--- config.mk ---
export PLATFORM = sky130hd
export DESIGN_NAME = pipeline_hazard_controller
export DESIGN_NICKNAME = d
export VERILOG_FILES = /design/src/rtl/pipeline_hazard_controller.sv
export SDC_FILE = /design/constraint.sdc
export NUM_CORES = 1
export LEC_CHECK = 0
export ABC_AREA = 1
export CAP_MARGIN = 40
export CORE_UTILIZATION = 37
export DETAILED_ROUTE_END_ITERATION = 12
export PLACE_DENSITY = 0.8
export SYNTH_ARGS = -nofsm -noshare
export SYNTH_HDL_FRONTEND = slang
export SYNTH_SLANG_ARGS = --single-unit
--- constraint.sdc ---
create_clock -name clk -period 1.9 [get_ports clk]
set_input_delay 0.475 -clock clk [delete_from_list [all_inputs] [get_ports clk]]
set_output_delay 0.475 -clock clk [all_outputs]
set_load 0.02 [all_outputs]
--- src/rtl/pipeline_hazard_controller.sv ---
// Hazard-aware sequencing for the 5-stage pipeline: stalls, flushes, RAM waits and post-reset init.
// Optional macro HAZARD_PERF_COUNTER_EN adds cycle/stall/flush performance counters.
module pipeline_hazard_controller #(
  parameter int unsigned INIT_CYCLES = 2
) (
  input  logic        clk,
  input  logic        reset_n,
  input  logic [4:0]  id_rs1_address,
  input  logic [4:0]  id_rs2_address,
  input  logic        id_uses_rs1,
  input  logic        id_uses_rs2,
  input  logic [4:0]  ex_rd_address,
  input  logic [4:0]  mem_rd_address,
  input  logic [4:0]  wb_rd_address,
  input  logic        ex_reg_wren,
  input  logic        mem_reg_wren,
  input  logic        wb_reg_wren,
  input  logic        mem_ram_access,
  input  logic        mem_ram_wren,
  input  logic        mem_redirect,
  input  logic        ram_ack,
  output logic        stage_reset_n,
  output logic        pc_wren,
  output logic        if_id_wren,
  output logic        id_ex_wren,
  output logic        ex_mem_wren,
  output logic        mem_wb_wren,
  output logic        if_id_bubble,
  output logic        id_ex_bubble,
  output logic        ex_mem_bubble,
  output logic        mem_wb_bubble,
  output logic        pc_redirect,
  output logic        ram_req,
  output logic        ram_wren,
`ifdef HAZARD_PERF_COUNTER_EN
  output logic [31:0] perf_cycle_count,
  output logic [31:0] perf_stall_count,
  output logic [31:0] perf_flush_count,
`endif
  output logic        reg_wren
);

  typedef enum logic [1:0] {INIT, RUN, MEM_WAIT} state_t;

  state_t     state, state_next;
  logic [3:0] init_count;
  logic       raw_hazard;
  logic       hold;
  logic       advance;

  // WB participates because the register file has no write-through path.
  function automatic logic src_hazard(input logic [4:0] addr, input logic used);
    return used && (addr != 5'd0) &&
           ((ex_reg_wren  && (addr == ex_rd_address))  ||
            (mem_reg_wren && (addr == mem_rd_address)) ||
            (wb_reg_wren  && (addr == wb_rd_address)));
  endfunction

  assign raw_hazard = src_hazard(id_rs1_address, id_uses_rs1) ||
                      src_hazard(id_rs2_address, id_uses_rs2);

  always_ff @(posedge clk or negedge reset_n) begin
    if (!reset_n) begin
      state      <= INIT;
      init_count <= 4'(INIT_CYCLES);
    end else begin
      state <= state_next;
      if (state == INIT && init_count != 4'd0)
        init_count <= init_count - 4'd1;
    end
  end

  always_comb begin
    state_next    = state;
    stage_reset_n = 1'b1;
    hold          = 1'b0;
    advance       = 1'b0;
    ram_req       = 1'b0;
    pc_wren       = 1'b0;
    if_id_wren    = 1'b0;
    id_ex_wren    = 1'b0;
    ex_mem_wren   = 1'b0;
    mem_wb_wren   = 1'b0;
    if_id_bubble  = 1'b0;
    id_ex_bubble  = 1'b0;
    ex_mem_bubble = 1'b0;
    mem_wb_bubble = 1'b0;
    pc_redirect   = 1'b0;

    unique case (state)
      INIT: begin
        stage_reset_n = 1'b0;
        if (init_count <= 4'd1)
          state_next = RUN;
      end
      RUN: begin
        ram_req = mem_ram_access;
        if (mem_ram_access && !ram_ack) begin
          hold       = 1'b1;
          state_next = MEM_WAIT;
        end else begin
          advance = 1'b1;
        end
      end
      MEM_WAIT: begin
        ram_req = 1'b1;
        if (ram_ack) begin
          advance    = 1'b1;
          state_next = RUN;
        end else begin
          hold = 1'b1;
        end
      end
      default: state_next = INIT;
    endcase

    // A RAM wait drains only the MEM/WB register; redirect outranks RAW since ID is squashed.
    if (hold) begin
      mem_wb_wren   = 1'b1;
      mem_wb_bubble = 1'b1;
    end else if (advance) begin
      ex_mem_wren = 1'b1;
      mem_wb_wren = 1'b1;
      id_ex_wren  = 1'b1;
      if (mem_redirect) begin
        pc_wren       = 1'b1;
        if_id_wren    = 1'b1;
        pc_redirect   = 1'b1;
        if_id_bubble  = 1'b1;
        id_ex_bubble  = 1'b1;
        ex_mem_bubble = 1'b1;
      end else if (raw_hazard) begin
        id_ex_bubble = 1'b1;
      end else begin
        pc_wren    = 1'b1;
        if_id_wren = 1'b1;
      end
    end
  end

  assign ram_wren = ram_req & ram_ack & mem_ram_wren;
  assign reg_wren = wb_reg_wren & (state != INIT);

`ifdef HAZARD_PERF_COUNTER_EN
  always_ff @(posedge clk or negedge reset_n) begin
    if (!reset_n) begin
      perf_cycle_count <= 32'd0;
      perf_stall_count <= 32'd0;
      perf_flush_count <= 32'd0;
    end else begin
      if (state != INIT)
        perf_cycle_count <= perf_cycle_count + 32'd1;
      if (state != INIT && !pc_wren)
        perf_stall_count <= perf_stall_count + 32'd1;
      if (pc_redirect)
        perf_flush_count <= perf_flush_count + 32'd1;
    end
  end
`endif

endmodule

==> impl_metrics.env, run 1 <==
export IMPL_insertion_delay_ns=0.26
export IMPL_vias=1497
export IMPL_cts_max_level=1
export IMPL_vias_per_cell=4.77
export IMPL_crit_path_start_kind="register"
export IMPL_worst_endpoint_required_ns=1.42
export IMPL_yosys_area_top_type="nand2_1"
export IMPL_power_density_nw_per_um2=929
export IMPL_ir_drop_v=0.000885
export IMPL_dpl_cell_area_um2=1730
export IMPL_start_util=0.388
export IMPL_clk_pin_slew_ns=0.05
export IMPL_hpwl_um=2520
export IMPL_path_class="register to output pin"
export IMPL_p_leak_uw=0.00109
export IMPL_nets=327
export IMPL_synth_warnings=0
export IMPL_slowest_delay_ns=0.41
export IMPL_drive_above_1_share=0.290
export IMPL_status="finished, violations left"
export IMPL_cap_violations=0
export IMPL_rows=19
export IMPL_dieHeight_um=55.8
export IMPL_wl_um=3470
export IMPL_dp_slack_ns=-0.966
export IMPL_drtIter0Drc=86
export IMPL_setup_ws_ns=-0.308
export IMPL_finalInstanceArea_um2=1860
export IMPL_grt_pass1_wl_um=4820
export IMPL_ys_seq_area_frac=0.142
export IMPL_setup_viol=11
export IMPL_boundaryPins=50
export IMPL_critPathMaxFanout=4
export IMPL_synth_top_area_frac=0.319
export IMPL_final_hold_viol_count=0
export IMPL_ys_seq_elements=6
export IMPL_critPathSlowestCell="dfrtp_2"
export IMPL_placed_cells=301
export IMPL_synth_area_per_cell_um2=5.12
export IMPL_cts_root_buffer="clkbuf_4"
export IMPL_path_depth=10
export IMPL_routabilityCongestion=0.855
export IMPL_grt_pass1_vias=1151
export IMPL_synth_nets=252
export IMPL_final_util=0.676
export IMPL_async_flop_share=1.00
export IMPL_worstMarginPinSlew_ns=0.465
export IMPL_nFillCells=258
export IMPL_synth_common_cells="nand2_1, inv_1, nor2_1"
export IMPL_dieArea_um2=3110
export IMPL_synthDistinctLibCells=21
export IMPL_postCtsHoldBufs=0
export IMPL_io_buffer_count=49
export IMPL_track_usage=0.194
export IMPL_antenna_cells=0
export IMPL_die_x_um=55.8
export IMPL_area_delta_synth_final_pct=74.3
export IMPL_rsz0062_at_grt="true"
export IMPL_drc=0
export IMPL_cts_tree="done"
export IMPL_grt_ovfl_total=0
export IMPL_antenna_found_initial=0
export IMPL_firstDrtPassIters=6
export IMPL_grt_max_degree=7
export IMPL_cp_data_arrival_time_ns=1.73
export IMPL_synth_ff_type="dfrtp_1"
export IMPL_synthCells=209
export IMPL_finClkSkew_ns=0.0126
export IMPL_violations="negative setup slack"
export IMPL_slew_headroom=0.689
export IMPL_cts_buffers=3
export IMPL_fmax_ghz=0.453
export IMPL_syn_area_um2=1070
export IMPL_synth_most_common_cell="nand2_1"
export IMPL_endpoint_kind="output pin"
export IMPL_synth_edff_count=0
export IMPL_cts_sinks=6
export IMPL_path_buf_inv=4
export IMPL_path_cells="inv_4 > ha_4 > inv_2 > a21oi_4 > inv_2 > nor2_4 > nor2_4 > nand2_4 > nand2_4 > buf_6"
export IMPL_ant_nets=0
export IMPL_final_max_slew_viol_count=0
export IMPL_ys_top_cells_by_area="nand2_1, inv_1, dfrtp_1, nor2_1, ha_1"
export IMPL_fin_crit_ns=2.21
export IMPL_core_area_um2=2760
export IMPL_final_cells=314
export IMPL_rr_worst_depth=7
export IMPL_routedWlPerCell_um=11.0
export IMPL_timing_final_crit_share=1.16
export IMPL_critical_path_top_delay_family="flip-flops"
export IMPL_hold_path_class="primary input to async pin"
export IMPL_clk_path_buf_depth=2
[flip-flops by register name (all words and copies together), names as in the netlist]
register	count
init_count	4
state	2
[layout make-up]
cell class / count / area, µm² / share of cell area
Tap cell: 31 / 38.8 / 0.0208
Sequential cell: 6 / 154 / 0.0826
Timing Repair Buffer: 74 / 644 / 0.346
Clock buffer: 4 / 26.3 / 0.0141
Inverter: 40 / 160 / 0.0859
Multi-Input combinational cell: 159 / 841 / 0.451
[repair_timing]
item                       4_1_cts  5_1_grt
setup endpoints to repair       14       13
resized for setup              100       40
setup buffers                    2        7
pin swaps                       11        9
[kinds of logic (layout without fill, tap and decap cells)]
family,Yosys count,after routing,share of synthesized area
compound gates,15,15,0.0784
xor+xnor,3,3,0.0246
fa+ha+maj,7,7,0.0819
buf+inv,44,118,0.168
flops,6,6,0.142
simple gates,134,134,0.505
[placed cells by master, fill, tap and decap left out, drive strengths merged]
cell type and instances:
inv 40, o211ai 1, xnor2 1, clkbuf 5
nand3 9, nand2 92, dlymetal6s2s 2, dlygate4sd2 27
dfrtp 5, o21ai 8, dfstp 1, nand4 2
a21oi 5, nor4 1, buf 38, ha 7
clkdlybuf4s50 6, nor2 30, o31ai 1, xor2 2
[per-layer routing]
metal  share of wire  vias up  GRT usage
met4          0.0081        0     0.0393
met2            0.50       55      0.320
met5               0        -          0
met3           0.056        2     0.0442
li1                -      773          -
met1            0.43      667      0.260
[per-stage QoR]
stage	TNS, ns	total power, µW	hold slack, ns
floorplan	-1.30	847	0.179
detailed placement	-9.58	1280	0.466
CTS	-2.83	1390	0.458
finish	-2.96	1730	0.455
global placement	-9.33	1250	0.460
global route	-3.85	1840	0.466
[power by group]
group          total, µW  internal (µW)  switching (µW)
sequential           187            155            31.4
clock                133           79.9            52.7
combinational       1410            667             745
[final timing paths]
check                         startpoint            end  slack, ns
max                             state[0]     if_id_wren      -0.31
min                              reset_n  init_count[3]       0.46
max reg2reg                init_count[1]       state[1]       0.15
min reg2reg                init_count[3]  init_count[3]       0.48
max in group asynchronous        reset_n  init_count[1]       1.16
min in group clk           init_count[3]  init_count[3]       0.48
Note: power is estimated with default switching activity, not from simulation.
==> run 2, diff against run 1 <==
Settings changed: PLACE_DENSITY 0.8 to 0.76.
==> run 2 against run 1 <==
  * Die area unchanged
  * The flow still finishes with violations (negative setup slack)
  * Critical path type unchanged
  * Utilization decreased by 2.5 points
  * Clock skew decreased by 0.0014 ns
  * Sequential cell count unchanged
  * Critical path depth unchanged
  * Combinational power decreased by 7%
  * First-iteration DRC count decreased by 21%
  * Wire length decreased by 7.2%
  * Final cell count decreased by 2.5%
  * Clock power decreased by 3%
==> impl_metrics.env, run 2 (synthesized netlist as in run 1, its figures left out) <==
export IMPL_multi_input_area_um2=837
export IMPL_drtIter0Drc=68
export IMPL_firstDrtPassIters=4
export IMPL_timing_rr_start="init_count[1]"
export IMPL_antenna_found_initial=0
export IMPL_wl_um=3220
export IMPL_vias_per_cell=4.62
export IMPL_setup_tns_ns=-2.16
export IMPL_cts_tree="done"
export IMPL_top_register="init_count"
export IMPL_core_area_um2=2760
export IMPL_grt_pass1_vias=1195
export IMPL_rr_worst_depth=7
export IMPL_clk_path_buf_depth=2
export IMPL_cp_startpoint="state[1]"
export IMPL_vias=1414
export IMPL_final_max_slew_viol_count=0
export IMPL_routedWlPerCell_um=10.5
export IMPL_nets=319
export IMPL_endpoint_kind="output pin"
export IMPL_worst_endpoint_required_ns=1.42
export IMPL_start_util=0.388
export IMPL_rrSetupSlack_ns=0.27
export IMPL_dieArea_um2=3110
export IMPL_grt_max_degree=7
export IMPL_drc=0
export IMPL_setup_viol=11
export IMPL_nFillCells=252
export IMPL_placed_cells=297
export IMPL_worstMarginPinSlew_ns=0.338
export IMPL_postCtsHoldBufs=0
export IMPL_insertion_delay_ns=0.25
export IMPL_fin_crit_ns=2.17
export IMPL_violations="negative setup slack"
export IMPL_grt_ovfl_total=0
export IMPL_routabilityCongestion=0.957
export IMPL_ir_drop_v=0.000890
export IMPL_track_usage=0.200
export IMPL_cts_buffers=3
export IMPL_drive_above_1_share=0.244
export IMPL_clk_pin_slew_ns=0.05
export IMPL_boundaryPins=50
export IMPL_die_x_um=55.8
export IMPL_ant_nets=0
export IMPL_p_leak_uw=0.00106
export IMPL_grt_pass1_wl_um=4910
export IMPL_status="finished, violations left"
export IMPL_cp_data_arrival_time_ns=1.69
export IMPL_slew_headroom=0.774
export IMPL_antenna_cells=0
export IMPL_hpwl_um=2500
export IMPL_timing_final_crit_share=1.14
export IMPL_setup_ws_ns=-0.266
export IMPL_hold_path_class="primary input to async pin"
export IMPL_cts_sinks=6
export IMPL_largest_register_ff_count=4
export IMPL_final_cells=306
export IMPL_io_buffer_count=49
export IMPL_final_cell_mix="nand2_1, dlygate4sd2_1, inv_1, nor2_1, buf_4"
export IMPL_cts_max_level=1
export IMPL_reg_top3="init_count: 4 flops, state: 2 flops"
export IMPL_critPathMaxFanout=5
export IMPL_total_power_uw=1610
export IMPL_dieHeight_um=55.8
export IMPL_crit_path_start_kind="register"
export IMPL_seqCellArea_um2=151
export IMPL_rsz0062_at_grt="true"
export IMPL_dpl_cell_area_um2=1700
export IMPL_rows=19
export IMPL_area_delta_synth_final_pct=68.0
export IMPL_cts_root_buffer="clkbuf_4"
export IMPL_cap_violations=0
export IMPL_power_density_nw_per_um2=897
export IMPL_final_hold_viol_count=0
export IMPL_finalInstanceArea_um2=1800
export IMPL_path_class="register to output pin"
export IMPL_finClkSkew_ns=0.0112
export IMPL_fmax_ghz=0.462
export IMPL_final_common_cell="nand2_1"
run 2: where the power goes:
part | internal (µW) | switching, µW | leakage (µW)
sequential | 151 | 17.9 | 0.0000767
combinational | 610 | 704 | 0.000969
clock | 79.7 | 49.3 | 0.0000150
total | 841 | 771 | 0.00106
run 2: critical path: stages, from the launching register on:
cell	delay [ns]
dfrtp_1	0.39
buf_4	0.16
ha_4	0.16
inv_2	0.07
a21oi_4	0.06
inv_2	0.09
nor2_4	0.05
nor2_4	0.15
nand3_2	0.11
nand2_4	0.08
buf_6	0.11
run 2: final cells by class:
class                           instances  area share
Clock buffer                            4      0.0146
Multi-Input combinational cell        159       0.466
Tap cell                               31      0.0216
Inverter                               40      0.0864
Timing Repair Buffer                   66       0.327
Sequential cell                         6      0.0843
run 2: repair_timing:
action                                  CTS  global route
cloned                                    0             0
endpoints found under the setup margin   14            12
buffers inserted                          2             3
gates resized for setup                 109            25
pin swaps                                16            10
run 2: path summary, 6_finish.rpt:
check / end
hold / removal: state[1]
min in group clk: init_count[1]
hold reg to reg: init_count[1]
setup / recovery: if_id_wren
setup reg to reg: state[0]
max in group asynchronous: init_count[1]
run 2: per-stage QoR:
| step | util | hold slack [ns] | setup slack (ns) |
|---|---|---|---|
| final | 0.652 | 0.453 | -0.266 |
| after global routing | 0.652 | 0.457 | -0.374 |
| after CTS | 0.627 | 0.457 | -0.248 |
| after detailed placement | 0.615 | 0.467 | -0.924 |
| after global placement | 0.615 | 0.458 | -0.948 |
| after floorplan | - | 0.179 | -0.249 |
run 2: metal layers:
metal	wire (µm)	GRT usage
met4	51	0.0357
met1	1420	0.268
met2	1550	0.330
met3	194	0.0465
met5	0	0
==> run 3, diff against run 2 <==
Settings changed: CORE_UTILIZATION 37 to 41, PLACE_DENSITY 0.76 to 0.8.
Clock period 1.9 ns to 2.1 ns, I/O delays scaled along.
==> run 3 against run 2 <==
  * First-iteration DRC count is 62% lower
  * Worst setup slack better by 0.10 ns
  * Worst hold slack better by 0.036 ns
  * Non-clock buffer count stayed put
  * Combinational power is 14% lower
  * Highest routed layer unchanged
  * Global-route usage is 3.6 points higher
  * Utilization is 7.9 points higher
  * Largest power group unchanged
  * Sequential cell count stayed put
  * Register-to-register slack better by 0.28 ns
  * Sequential power hardly changed
  * The run still ends with negative setup slack left
  * Clock skew is 0.0099 ns higher
==> impl_metrics.env, run 3 (synthesized netlist as in run 1, its figures left out) <==
export IMPL_setup_ws_ns=-0.162
export IMPL_worst_endpoint_required_ns=1.57
export IMPL_finClkSkew_ns=0.0210
export IMPL_cts_tree="done"
export IMPL_grt_pass1_vias=1198
export IMPL_routabilityCongestion=0.862
export IMPL_status="finished, violations left"
export IMPL_postCtsHoldBufs=0
export IMPL_antenna_cells=0
export IMPL_firstDrtPassIters=4
export IMPL_worstMarginPinSlew_ns=0.308
export IMPL_boundaryPins=50
export IMPL_final_common_cell="nand2_1"
export IMPL_dieArea_um2=2820
export IMPL_track_usage=0.236
export IMPL_rsz0062_at_grt="true"
export IMPL_cts_root_buffer="clkbuf_4"
export IMPL_insertion_delay_ns=0.27
export IMPL_die_x_um=53.1
export IMPL_nets=319
export IMPL_reg_top3="init_count: 4 flops, state: 2 flops"
export IMPL_cts_buffers=3
export IMPL_start_util=0.432
export IMPL_cts_sinks=6
export IMPL_endpoint_kind="output pin"
export IMPL_core_area_um2=2480
export IMPL_setup_viol=10
export IMPL_antenna_found_initial=0
export IMPL_cap_violations=0
export IMPL_rows=18
export IMPL_power_density_nw_per_um2=787
export IMPL_cp_data_arrival_time_ns=1.74
export IMPL_total_power_uw=1420
export IMPL_grt_max_degree=7
export IMPL_final_max_slew_viol_count=0
export IMPL_crit_path_start_kind="register"
export IMPL_largest_register_ff_count=4
export IMPL_path_class="register to output pin"
export IMPL_ir_drop_v=0.000666
export IMPL_ant_nets=0
export IMPL_critPathMaxFanout=5
export IMPL_clk_pin_slew_ns=0.06
export IMPL_top_register="init_count"
export IMPL_io_buffer_count=49
export IMPL_setup_tns_ns=-1.10
export IMPL_vias_per_cell=4.62
export IMPL_rr_worst_depth=6
export IMPL_cts_max_level=1
export IMPL_grt_ovfl_total=0
export IMPL_nFillCells=218
export IMPL_slew_headroom=0.794
export IMPL_final_cell_mix="nand2_1, dlygate4sd2_1, inv_1"
export IMPL_fmax_ghz=0.442
export IMPL_timing_final_crit_share=1.08
export IMPL_routedWlPerCell_um=10.5
export IMPL_hpwl_um=2500
export IMPL_drive_above_1_share=0.262
export IMPL_vias=1409
export IMPL_violations="negative setup slack"
export IMPL_area_delta_synth_final_pct=69.1
export IMPL_p_leak_uw=0.00106
export IMPL_fin_crit_ns=2.26
export IMPL_dieHeight_um=53.1
export IMPL_grt_pass1_wl_um=4860
export IMPL_hold_path_class="primary input to async pin"
export IMPL_clk_path_buf_depth=2
export IMPL_wl_um=3190
export IMPL_final_hold_viol_count=0
export IMPL_drc=0
export IMPL_drtIter0Drc=26
run 3: cell type report:
cell class | instances | area [µm²] | share of cell area
clock buffer | 4 | 26.3 | 0.0145
timing repair buffer | 66 | 579 | 0.320
tap | 30 | 37.5 | 0.0207
multi-input combinational | 159 | 856 | 0.473
inverter | 40 | 158 | 0.0871
sequential | 6 | 153 | 0.0844
run 3: report_power, final:
group / internal [µW] / switching [µW]
Combinational: 508 / 624
Sequential: 139 / 27.8
Clock: 72.7 / 53.0
run 3: path summary, 6_finish.rpt:
kind | start | to | slack (ns)
setup / recovery | state[0] | id_ex_bubble | -0.16
hold / removal | reset_n | state[0] | 0.49
min in group clk | init_count[3] | init_count[3] | 0.49
hold reg to reg | init_count[3] | init_count[3] | 0.49
setup reg to reg | init_count[1] | init_count[3] | 0.55
max in group asynchronous | reset_n | init_count[1] | 1.31
run 3: repair_timing:
action	CTS	global route
buffers inserted	2	1
hold endpoints to repair	0	0
gates cloned	0	0
resized for setup	107	25
endpoints found under the setup margin	14	12
pin swaps	12	6
run 3: critical path, cell delays in order (launching register included):
cell,delay (ns)
dfrtp_1,0.39
inv_2,0.08
ha_4,0.28
inv_4,0.04
a21oi_4,0.13
inv_2,0.07
nor2_4,0.11
nor2_4,0.06
nand2_4,0.09
nand2_1,0.07
buf_6,0.13
run 3: metal layers:
layer	up-vias	part of all wire	wire length (µm)	track usage
li1	756	-	-	-
met4	0	0.0060	19	0.0263
met5	-	0	0	0
met1	599	0.45	1420	0.295
met3	2	0.060	190	0.0489
met2	52	0.49	1560	0.422
run 3: stage by stage:
stage	hold WS [ns]	cells	utilization	worst slack, ns	instance area [µm²]
2_1_floorplan	0.229	209	-	-0.0991	1120
4_1_cts	0.491	304	0.696	-0.164	1720
6_report	0.489	305	0.730	-0.162	1810
5_1_grt	0.498	305	0.730	-0.246	1810
3_5_place_dp	0.482	298	0.690	-0.801	1710
3_3_place_gp	0.460	298	0.690	-0.789	1710
